<file path="config.mk">
export PLATFORM = sky130hd
export DESIGN_NAME = imem_upload_ctrl_flat
export DESIGN_NICKNAME = d
export VERILOG_FILES = /design/src/rtl/imem_upload_ctrl_if.sv /design/src/rtl/imem_upload_ctrl.sv /design/src/flat_wrapper.sv
export SDC_FILE = /design/constraint.sdc
export NUM_CORES = 1
export LEC_CHECK = 0
export ABC_AREA = 1
export ABC_CLOCK_PERIOD_IN_PS = 2600
export CAP_MARGIN = 20
export CORE_ASPECT_RATIO = 0.7
export CORE_MARGIN = 3
export CORE_UTILIZATION = 40
export CTS_CLUSTER_DIAMETER = 100
export DETAILED_ROUTE_END_ITERATION = 12
export PLACE_DENSITY = 0.68
export SLEW_MARGIN = 20
export SYNTH_ARGS = -nofsm -noshare
export SYNTH_HDL_FRONTEND = slang
export SYNTH_SLANG_ARGS = --single-unit
</file>
<file path="constraint.sdc">
create_clock -name clk -period 2.6 [get_ports clk]
set_input_delay 0.52 -clock clk [delete_from_list [all_inputs] [get_ports clk]]
set_output_delay 0.52 -clock clk [all_outputs]
set_load 0.05 [all_outputs]
</file>
<file path="src/rtl/imem_upload_ctrl_if.sv">
// Upload port bundle: UART byte stream and start pulse in, memory write
// port and CPU/status controls out.
interface imem_upload_ctrl_if;
   logic        start;
   logic        rx_valid;
   logic [7:0]  rx_data;
   logic        upg_rst_o;
   logic        upg_wen_o;
   logic [14:0] upg_adr_o;
   logic [31:0] upg_dat_o;
   logic        upg_done_o;
   logic        cpu_rstn_o;
   logic        err_o;

   // Controller side
   modport slave (
      input  start, rx_valid, rx_data,
      output upg_rst_o, upg_wen_o, upg_adr_o, upg_dat_o,
             upg_done_o, cpu_rstn_o, err_o
   );

   // Byte source / observer side
   modport master (
      output start, rx_valid, rx_data,
      input  upg_rst_o, upg_wen_o, upg_adr_o, upg_dat_o,
             upg_done_o, cpu_rstn_o, err_o
   );
endinterface

</file>
<file path="src/rtl/imem_upload_ctrl.sv">
// Memory upload sequencer: receives a 4-byte header (word count, bank) and
// then little-endian 32-bit words over a byte stream, writes each word to
// the selected memory bank, and keeps the CPU in reset for the whole session.
module imem_upload_ctrl #(
   parameter int TIMEOUT_CYC = 1000000,
   parameter int MAX_WORDS   = 16384
) (
   input  logic             clk,
   input  logic             rstn,
   imem_upload_ctrl_if.slave bus
);

   localparam int TW = $clog2(TIMEOUT_CYC + 1);

   typedef enum logic [2:0] {IDLE, HDR, DATA, WRITE, DONE, ERR} state_t;

   state_t        state_reg;
   logic [1:0]    byte_cnt_reg;
   logic [23:0]   asm_reg;       // first three bytes of the current group, b2:b1:b0
   logic [14:0]   n_words_reg;
   logic [13:0]   word_idx_reg;
   logic          bank_reg;
   logic [TW-1:0] timer_reg;

   logic          upg_rst_reg;
   logic          upg_wen_reg;
   logic [14:0]   upg_adr_reg;
   logic [31:0]   upg_dat_reg;
   logic          upg_done_reg;
   logic          cpu_rstn_reg;
   logic          err_reg;

   logic [15:0]   hdr_n;
   logic [14:0]   idx_plus1;
   logic          timeout_hit;

   assign hdr_n       = asm_reg[15:0];
   assign idx_plus1   = {1'b0, word_idx_reg} + 15'd1;
   assign timeout_hit = (timer_reg == TW'(TIMEOUT_CYC - 1));

   assign bus.upg_rst_o  = upg_rst_reg;
   assign bus.upg_wen_o  = upg_wen_reg;
   assign bus.upg_adr_o  = upg_adr_reg;
   assign bus.upg_dat_o  = upg_dat_reg;
   assign bus.upg_done_o = upg_done_reg;
   assign bus.cpu_rstn_o = cpu_rstn_reg;
   assign bus.err_o      = err_reg;

   // Session FSM with all outputs registered alongside the state
   always_ff @(posedge clk or negedge rstn) begin
      if (!rstn) begin
         state_reg    <= IDLE;
         byte_cnt_reg <= '0;
         asm_reg      <= '0;
         n_words_reg  <= '0;
         word_idx_reg <= '0;
         bank_reg     <= 1'b0;
         timer_reg    <= '0;
         upg_rst_reg  <= 1'b1;
         upg_wen_reg  <= 1'b0;
         upg_adr_reg  <= '0;
         upg_dat_reg  <= '0;
         upg_done_reg <= 1'b0;
         cpu_rstn_reg <= 1'b1;
         err_reg      <= 1'b0;
      end else begin
         upg_wen_reg <= 1'b0;
         case (state_reg)
            IDLE, DONE, ERR: begin
               if (bus.start) begin
                  state_reg    <= HDR;
                  byte_cnt_reg <= '0;
                  word_idx_reg <= '0;
                  timer_reg    <= '0;
                  err_reg      <= 1'b0;
                  upg_done_reg <= 1'b0;
                  upg_rst_reg  <= 1'b0;
                  cpu_rstn_reg <= 1'b0;
               end
            end

            HDR: begin
               if (bus.rx_valid) begin
                  timer_reg <= '0;
                  if (byte_cnt_reg == 2'd3) begin
                     byte_cnt_reg <= '0;
                     bank_reg     <= bus.rx_data[7];
                     if (hdr_n == 16'd0) begin
                        state_reg    <= DONE;
                        upg_rst_reg  <= 1'b1;
                        upg_done_reg <= 1'b1;
                        cpu_rstn_reg <= 1'b1;
                     end else if ({1'b0, hdr_n} > 17'(MAX_WORDS)) begin
                        state_reg    <= ERR;
                        upg_rst_reg  <= 1'b1;
                        err_reg      <= 1'b1;
                        upg_done_reg <= 1'b0;
                        cpu_rstn_reg <= 1'b1;
                     end else begin
                        n_words_reg <= hdr_n[14:0];
                        state_reg   <= DATA;
                     end
                  end else begin
                     asm_reg      <= {bus.rx_data, asm_reg[23:8]};
                     byte_cnt_reg <= byte_cnt_reg + 2'd1;
                  end
               end else if (timeout_hit) begin
                  state_reg    <= ERR;
                  upg_rst_reg  <= 1'b1;
                  err_reg      <= 1'b1;
                  upg_done_reg <= 1'b0;
                  cpu_rstn_reg <= 1'b1;
               end else begin
                  timer_reg <= timer_reg + TW'(1);
               end
            end

            DATA: begin
               if (bus.rx_valid) begin
                  timer_reg <= '0;
                  if (byte_cnt_reg == 2'd3) begin
                     byte_cnt_reg <= '0;
                     upg_wen_reg  <= 1'b1;
                     upg_dat_reg  <= {bus.rx_data, asm_reg};
                     upg_adr_reg  <= {bank_reg, word_idx_reg};
                     state_reg    <= WRITE;
                  end else begin
                     asm_reg      <= {bus.rx_data, asm_reg[23:8]};
                     byte_cnt_reg <= byte_cnt_reg + 2'd1;
                  end
               end else if (timeout_hit) begin
                  state_reg    <= ERR;
                  upg_rst_reg  <= 1'b1;
                  err_reg      <= 1'b1;
                  upg_done_reg <= 1'b0;
                  cpu_rstn_reg <= 1'b1;
               end else begin
                  timer_reg <= timer_reg + TW'(1);
               end
            end

            WRITE: begin
               // Strobe is high this cycle; a byte arriving now starts the next word
               word_idx_reg <= word_idx_reg + 14'd1;
               if (idx_plus1 == n_words_reg) begin
                  state_reg    <= DONE;
                  upg_rst_reg  <= 1'b1;
                  upg_done_reg <= 1'b1;
                  cpu_rstn_reg <= 1'b1;
               end else begin
                  state_reg <= DATA;
                  if (bus.rx_valid) begin
                     asm_reg      <= {bus.rx_data, asm_reg[23:8]};
                     byte_cnt_reg <= 2'd1;
                     timer_reg    <= '0;
                  end else begin
                     timer_reg <= timer_reg + TW'(1);
                  end
               end
            end

            default: state_reg <= IDLE;
         endcase
      end
   end

endmodule

</file>
<file path="src/flat_wrapper.sv">
// flat-port wrapper written by rule: the top's interface ports become plain ports
module imem_upload_ctrl_flat 
#(
   parameter int TIMEOUT_CYC = 1000000,
   parameter int MAX_WORDS   = 16384
)
  (clk, rstn, bus_start, bus_rx_valid, bus_rx_data, bus_upg_rst_o, bus_upg_wen_o, bus_upg_adr_o, bus_upg_dat_o, bus_upg_done_o, bus_cpu_rstn_o, bus_err_o);
  imem_upload_ctrl_if bus_i ();
  input  logic clk;
  input  logic rstn;
  input wire logic [$bits(bus_i.start)-1:0] bus_start;
  input wire logic [$bits(bus_i.rx_valid)-1:0] bus_rx_valid;
  input wire logic [$bits(bus_i.rx_data)-1:0] bus_rx_data;
  output wire logic [$bits(bus_i.upg_rst_o)-1:0] bus_upg_rst_o;
  output wire logic [$bits(bus_i.upg_wen_o)-1:0] bus_upg_wen_o;
  output wire logic [$bits(bus_i.upg_adr_o)-1:0] bus_upg_adr_o;
  output wire logic [$bits(bus_i.upg_dat_o)-1:0] bus_upg_dat_o;
  output wire logic [$bits(bus_i.upg_done_o)-1:0] bus_upg_done_o;
  output wire logic [$bits(bus_i.cpu_rstn_o)-1:0] bus_cpu_rstn_o;
  output wire logic [$bits(bus_i.err_o)-1:0] bus_err_o;
  assign bus_i.start = bus_start;
  assign bus_i.rx_valid = bus_rx_valid;
  assign bus_i.rx_data = bus_rx_data;
  assign bus_upg_rst_o = bus_i.upg_rst_o;
  assign bus_upg_wen_o = bus_i.upg_wen_o;
  assign bus_upg_adr_o = bus_i.upg_adr_o;
  assign bus_upg_dat_o = bus_i.upg_dat_o;
  assign bus_upg_done_o = bus_i.upg_done_o;
  assign bus_cpu_rstn_o = bus_i.cpu_rstn_o;
  assign bus_err_o = bus_i.err_o;
  imem_upload_ctrl #(.TIMEOUT_CYC(TIMEOUT_CYC), .MAX_WORDS(MAX_WORDS)) u_core (.clk(clk), .rstn(rstn), .bus(bus_i));
endmodule
</file>
==> results.md, run 1 <==
- Status: completed
- Antenna Cells: 0
- Max Fanout on Critical Path: 8
- Worst-path clk slew: about 0.06 ns
- Remaining DRCs: 0
- Initial antenna violation count: 0
- Final Instance Area: 0.00814 mm^2
- Syn-to-layout area delta: 23.8%
- Iteration-0 DRC count of the detailed router: 541
- Worst Hold Class: in -> async
- Chip height: 113 um
- CTS max path bufs: 2
- First-pass GRT wire length: between 20000 and 30000 um
- Fraction of layout cells with a size suffix above 1: a little under 8%
- Final hold violations: 0
- Die width: about 160 um
- Max reg flops: 32
- Max VDD drop: ~0.65 mV
- Final non-filler cell total: 1166
- Sw Pwr: 3.88 mW
- Final #Nets: 948
- Setup Viol. Count Final: 0
- Critical path capture point type: flip-flop
- Port Buffer Count: 63
- Final WL: 17400 um
- Flop pwr share: between 30% and 40%
- GR Overflow Total: 0
- I/O Pins: 64
- Area of the die: 0.0180 mm^2
- Clock root buffer: clkbuf_16
- Avg WL per Cell: 14.9 um
- Net Sw Frac: 43.4%
- Netlist cell types: 36
- Internal power: 5.06 mW
- Initial Util: 41.7%
- DRT antenna net count: 0
- Cell Area, Synth: 0.00658 mm^2
- Vias in the first global route: 5572
- Relative slew slack: 60.4%
- DRT Pass-1 Iters: 7
- Area after DPL: 0.00753 mm^2
- Post-synthesis sequential area ratio: between 40% and 50%
- Hold_buf cts: 0
- CP Data Required Time: 2.90 ns
- Max Cap Violations: 0
- Final worst slack: 0.196 ns
- Pre-CTS setup slack: 0.236 ns
- #FFs+latches synth: 131
- Worst-margin pin slew: around 0.6 ns
- Clock Power Share: about a quarter
- # clock sinks: roughly 130
- Slew Limit Fails: 0
- Mapped Cells: 861
- Final period util: 92.5%
- Avg Inst Size Synth: 7.64 um^2
- Worst Skew: 0.00996 ns
- FFs w/ async S/R, synth: 100%
- Vias: between 5000 and 6000
- Vias per cell: slightly above 5
- LEAKAGE: 3.90 nW
- Ys flop type: dfrtp_1
- Clock Latency Late Sink: 0.42 ns
- Most frequent cells in the layout: nand2_1, dfrtp_1, inv_1
- Core area: 0.0158 mm^2
- Final core occ: 51.6%
- Placed instance count: 1131
- Most common cell after layout, fill and taps aside: nand2_1
- Setup crit start kind: flip-flop
- Gpl congestion: a little over 0.9
- Clock buffer count from CTS: 17
- Total GRT Usage: 19.9%
- Setup CP Type: reg -> reg
- Largest net degree at the start of global routing: 60
- CTS tree: done
- CTS H-tree lvls: 4
- DP HPWL: 12100 um
- Number of flops mapped to enable cells by yosys: 0
- Logic pwr share: 40.5%
- Cell Rows: 38
- Fin crit period: 2.40 ns
- Final total power: 8.94 mW
- PD cells: 1100 mW/mm^2
- Mapped Nets: 876
- Yosys warnings: 0
- WP data arrival: about 2.7 ns
- Max Fclk: 0.416 GHz
==> cell families (layout without fill, tap and decap cells) <==
group | count (synthesis) | in the layout | share of synthesized area, %
and+or+nand+nor | 512 | 513 | 33.8
DFF | 131 | 131 | 49.9
buffers and inverters | 114 | 198 | 6.98
AOI/OAI and AO/OA | 91 | 91 | 7.48
xor gates and xnor gates | 10 | 10 | 1.33
adders and majority gates | 3 | 3 | 0.571
==> per-layer routing <==
layer | track usage (%) | wire (um) | vias up
met5 | 0 | 0 | -
met4 | 4.78 | 136 | 0
met3 | 4.57 | 1130 | 12
met2 | 27.8 | 6920 | 167
met1 | 31.1 | 9200 | 2816
li1 | - | - | 2959
==> critical path: stages, from the launching register on <==
cell	delay [ns]
dfrtp_1	0.41
ha_2	0.23
nand3_1	0.12
nor2_2	0.20
nand2_1	0.10
nand3b_1	0.13
nand3_1	0.11
or2_0	0.26
nor2_4	0.20
nand3_4	0.19
buf_4	0.22
nand3_1	0.07
nand2_1	0.06
==> power groups by stage <==
| stage | clock network (mW) | registers, mW | logic [mW] |
|---|---|---|---|
| floorplan | 0 | 3.87 | 1.47 |
| global placement | 0 | 3.03 | 3.46 |
| detailed placement | 0 | 3.03 | 3.50 |
| CTS | 2.35 | 3.00 | 3.52 |
| global route | 2.44 | 3.08 | 3.99 |
| finish | 2.31 | 3.01 | 3.62 |
==> repair_timing <==
action	CTS	global route
endpoints found under the setup margin	0	46
resized for setup	0	6
buffers inserted	0	2
==> synthesized netlist by cell type, types with 2 or more instances <==
| cell type | number | area share, % |
|---|---|---|
| a21oi_1 | 9 | 0.68 |
| a31oi_1 | 2 | 0.19 |
| buf_1 | 2 | 0.11 |
| buf_2 | 7 | 0.53 |
| buf_4 | 2 | 0.23 |
| buf_6 | 2 | 0.34 |
| clkbuf_1 | 19 | 1.1 |
| dfrtp_1 | 129 | 49 |
| dfstp_2 | 2 | 0.80 |
| ha_1 | 3 | 0.57 |
| inv_1 | 81 | 4.6 |
| nand2_1 | 311 | 18 |
| nand3_1 | 71 | 5.4 |
| nand3b_1 | 6 | 0.68 |
| nand4_1 | 41 | 3.9 |
| nor2_1 | 53 | 3.0 |
| nor2_2 | 8 | 0.76 |
| nor2_4 | 2 | 0.34 |
| nor3_1 | 13 | 0.99 |
| o21a_1 | 2 | 0.23 |
| o21ai_0 | 62 | 4.7 |
| o22ai_1 | 11 | 1.0 |
| o31ai_1 | 2 | 0.23 |
| xnor2_1 | 4 | 0.53 |
| xor2_1 | 6 | 0.80 |
==> metrics by stage <==
stage,TNS [ns],hold slack [ns]
after floorplan,0,0.224
after global placement,0,0.454
after detailed placement,0,0.459
after CTS,0,0.0986
after global routing,-0.0393,0.127
final,0,0.0654
==> final cells by class <==
cell class,count,area [um^2]
well taps,220,275
clock inverters,13,111
inverters,82,308
multi-input cells,617,2870
fillers,1534,7640
clock buffers,19,453
repair buffers,84,843
flip-flops and latches,131,3280
==> final timing paths <==
check,end,start,slack (ns),depth (start not counted)
max,u_core.asm_reg[23],u_core.word_idx_reg[0],0.20,12
min,u_core.timer_reg[14],rstn,0.07,1
max reg2reg,u_core.asm_reg[23],u_core.word_idx_reg[0],0.20,12
min reg2reg,u_core.asm_reg[6],u_core.asm_reg[6],0.48,2
max in group asynchronous,u_core.n_words_reg[6],rstn,1.88,2
min in group clk,u_core.asm_reg[6],u_core.asm_reg[6],0.48,2
Power figures use the tool's default switching activity.
==> run 2, diff against run 1 <==
--- a/config.mk
+++ b/config.mk
@@ -6,14 +6,15 @@
 export NUM_CORES = 1
 export LEC_CHECK = 0
 export ABC_AREA = 1
-export ABC_CLOCK_PERIOD_IN_PS = 2600
+export ABC_CLOCK_PERIOD_IN_PS = 2100
 export CAP_MARGIN = 20
 export CORE_ASPECT_RATIO = 0.7
 export CORE_MARGIN = 3
 export CORE_UTILIZATION = 40
 export CTS_CLUSTER_DIAMETER = 100
 export DETAILED_ROUTE_END_ITERATION = 12
-export PLACE_DENSITY = 0.68
+export GPL_ROUTABILITY_DRIVEN = 0
+export PLACE_DENSITY = 0.71
 export SLEW_MARGIN = 20
 export SYNTH_ARGS = -nofsm -noshare
 export SYNTH_HDL_FRONTEND = slang
==> constraint.sdc (replaced) <==
create_clock -name clk -period 2.1 [get_ports clk]
set_input_delay 0.42 -clock clk [delete_from_list [all_inputs] [get_ports clk]]
set_output_delay 0.42 -clock clk [all_outputs]
set_load 0.05 [all_outputs]
==> run 2 against run 1 <==
- the run now ends with setup timing left
- wire length grew 4.3%
- global-route usage grew 0.53 points
- critical endpoint is now u_core.asm_reg[4]
- count of clock-buffer cells in the layout is the same
==> results.md, run 2 (synthesized netlist as in run 1, its figures left out) <==
- CTS max path bufs: 2
- PD cells: between 1000 and 1500 mW/mm^2
- Final period util: 107%
- CP Buf/Inv Count: 2
- Status: complete, but fails checks
- WP data arrival: 2.55 ns
- Flop pwr share: 33.1%
- Max VDD drop: between 0.8 and 0.9 mV
- Final WL: around 18000 um
- Critical path capture point type: flip-flop
- Cell Rows: 38
- Max Fanout on Critical Path: 12
- Final hold violations: 0
- Final Instance Area: 0.00868 mm^2
- Logic pwr share: 41.6%
- Slowest stage delay, CP: 0.40 ns
- Total GRT Usage: about a fifth
- Max Fclk: 0.446 GHz
- Pre-CTS setup slack: -0.117 ns
- CTS tree: done
- Initial antenna violation count: 0
- Largest net degree at the start of global routing: 53
- DP HPWL: 12400 um
- Area after DPL: 0.00782 mm^2
- Setup Viol. Count Final: 47
- Iteration-0 DRC count of the detailed router: 539
- Chip height: 113 um
- DRT Pass-1 Iters: 5
- Setup TNS: -3.31 ns
- DRT antenna net count: 0
- Net Sw Frac: between 40 and 50%
- RSZ-0062 raised after global routing: true
- Clock root buffer: clkbuf_16
- CP Cell Sequence: ha_4 -> nand3_2 -> buf_4 -> nand2_2 -> nand2_2 -> nand2_1 -> nand2_1 -> nor2_1 -> nand2_1 -> nor2_1 -> nand2_1 -> nor2_2 -> nand3_4 -> clkbuf_16 -> nand3_1 -> nand2_1
- Worst-path cell with the longest stage delay: dfrtp_1
- GR Overflow Total: 0
- Clock buffer count from CTS: 17
- Syn-to-layout area delta: 31.9%
- Final non-filler cell total: 1206
- I/O Pins: 64
- Sw Pwr: 4.84 mW
- Die width: ~160 um
- Most common cell after layout, fill and taps aside: nand2_1
- CP Data Required Time: 2.41 ns
- First-pass GRT wire length: 30200 um
- Max Cap Violations: 0
- Final #Nets: roughly 1000
- Final core occ: 55.0%
- Family with the most delay on the worst path: simple AND/OR/NAND/NOR gates
- Vias per cell: 5.23
- Slew Limit Fails: 0
- Worst-margin pin slew: 0.566 ns
- Setup CP Type: reg -> reg
- Max reg flops: 32
- Avg WL per Cell: 15.0 um
- Fillers: 1503
- Clock Power Share: around 25%
- Remaining DRCs: 0
- CTS H-tree lvls: 4
- Fraction of layout cells with a size suffix above 1: 14.9%
- Final worst slack: -0.141 ns
- Core area: roughly 0.016 mm^2
- Clock Latency Late Sink: 0.42 ns
- Relative slew slack: 62.2%
- Setup crit start kind: flip-flop
- Area of the die: roughly 0.018 mm^2
- Initial Util: 41.7%
- Worst Hold Class: reg -> reg
- Most frequent cells in the layout: nand2_1, dfrtp_1, inv_1
- Worst-path clk slew: 0.06 ns
- Internal power: approximately 6.5 mW
- Failing checks: setup timing
- Antenna Cells: 0
- LEAKAGE: between 4 and 5 nW
- Vias: 6310
- # clock sinks: 131
- Vias in the first global route: 5923
- Placed instance count: 1169
- Most frequent cell on the critical path: nand2_1
- Fin crit period: between 2 and 2.5 ns
- Port Buffer Count: 63
- Worst Skew: 0.00981 ns
-- run 2: cell count changes in the layout (fill, tap and decap cells not counted), moves of 3 or more --
cell	previous run	this run
buf_12	4	7
buf_4	16	54
clkdlybuf4s50_1	62	59
nand2_1	311	295
nand2_2	0	16
nand3_1	71	62
nand3_2	1	7
nor2_1	52	47
nor2_4	4	9
-- run 2: path summary, 6_finish.rpt --
path | startpoint | endpoint | slack (ns) | cells after the start
min | u_core.bus.upg_dat_o[23] | u_core.bus.upg_dat_o[23] | 0.47 | 2
max in group asynchronous | rstn | u_core.asm_reg[19] | 0.93 | 3
max | u_core.word_idx_reg[1] | u_core.asm_reg[4] | -0.14 | 16
min in group asynchronous | rstn | u_core.timer_reg[13] | 0.52 | 2
max reg2reg | u_core.word_idx_reg[1] | u_core.asm_reg[4] | -0.14 | 16
min reg2reg | u_core.bus.upg_dat_o[23] | u_core.bus.upg_dat_o[23] | 0.47 | 2
-- run 2: layout make-up --
type                    instances  area (um^2)  share of cell area, %
clock buffers                  19          443                   5.10
inverters                      82          308                   3.55
well taps                     220          275                   3.17
flip-flops and latches        131         3280                   37.8
clock inverters                12          121                   1.40
repair buffers                126         1230                   14.2
multi-input cells             616         3020                   34.8
-- run 2: per-stage QoR --
step	hold slack [ns]	total power, mW
2_1_floorplan	0.124	6.61
3_3_place_gp	0.411	8.14
3_5_place_dp	0.410	8.22
4_1_cts	0.474	11.2
5_1_grt	0.499	12.0
6_report	0.471	11.3
-- run 2: timing repair --
item / CTS / global route
setup buffers: 1 / 2
pin swaps: 4 / 3
hold buffers: 1 / 0
endpoints found under the hold margin: 46 / 0
setup endpoints to repair: 46 / 68
gates resized for setup: 10 / 45
cloned: 0 / 2
-- run 2: metal layers --
layer	vias to the layer above	share of wire (%)	global-route usage, %
li1	3029	-	-
met1	3031	49	31.1
met2	233	41	27.9
met3	17	8.4	5.49
met4	0	1.1	6.94
met5	-	0	0
-- run 2: power by group through the flow --
stage	sequential, mW	combinational (mW)	clock (mW)
2_1_floorplan	4.79	1.82	0
3_3_place_gp	3.75	4.39	0
3_5_place_dp	3.75	4.46	0
4_1_cts	3.73	4.53	2.91
5_1_grt	3.84	5.17	3.03
6_report	3.75	4.71	2.87
-- run 2: worst min-delay path, cell delays in order (launching register included) --
cell	delay (ns)
dfrtp_1	0.34
nand2_1	0.05
nand2_1	0.05
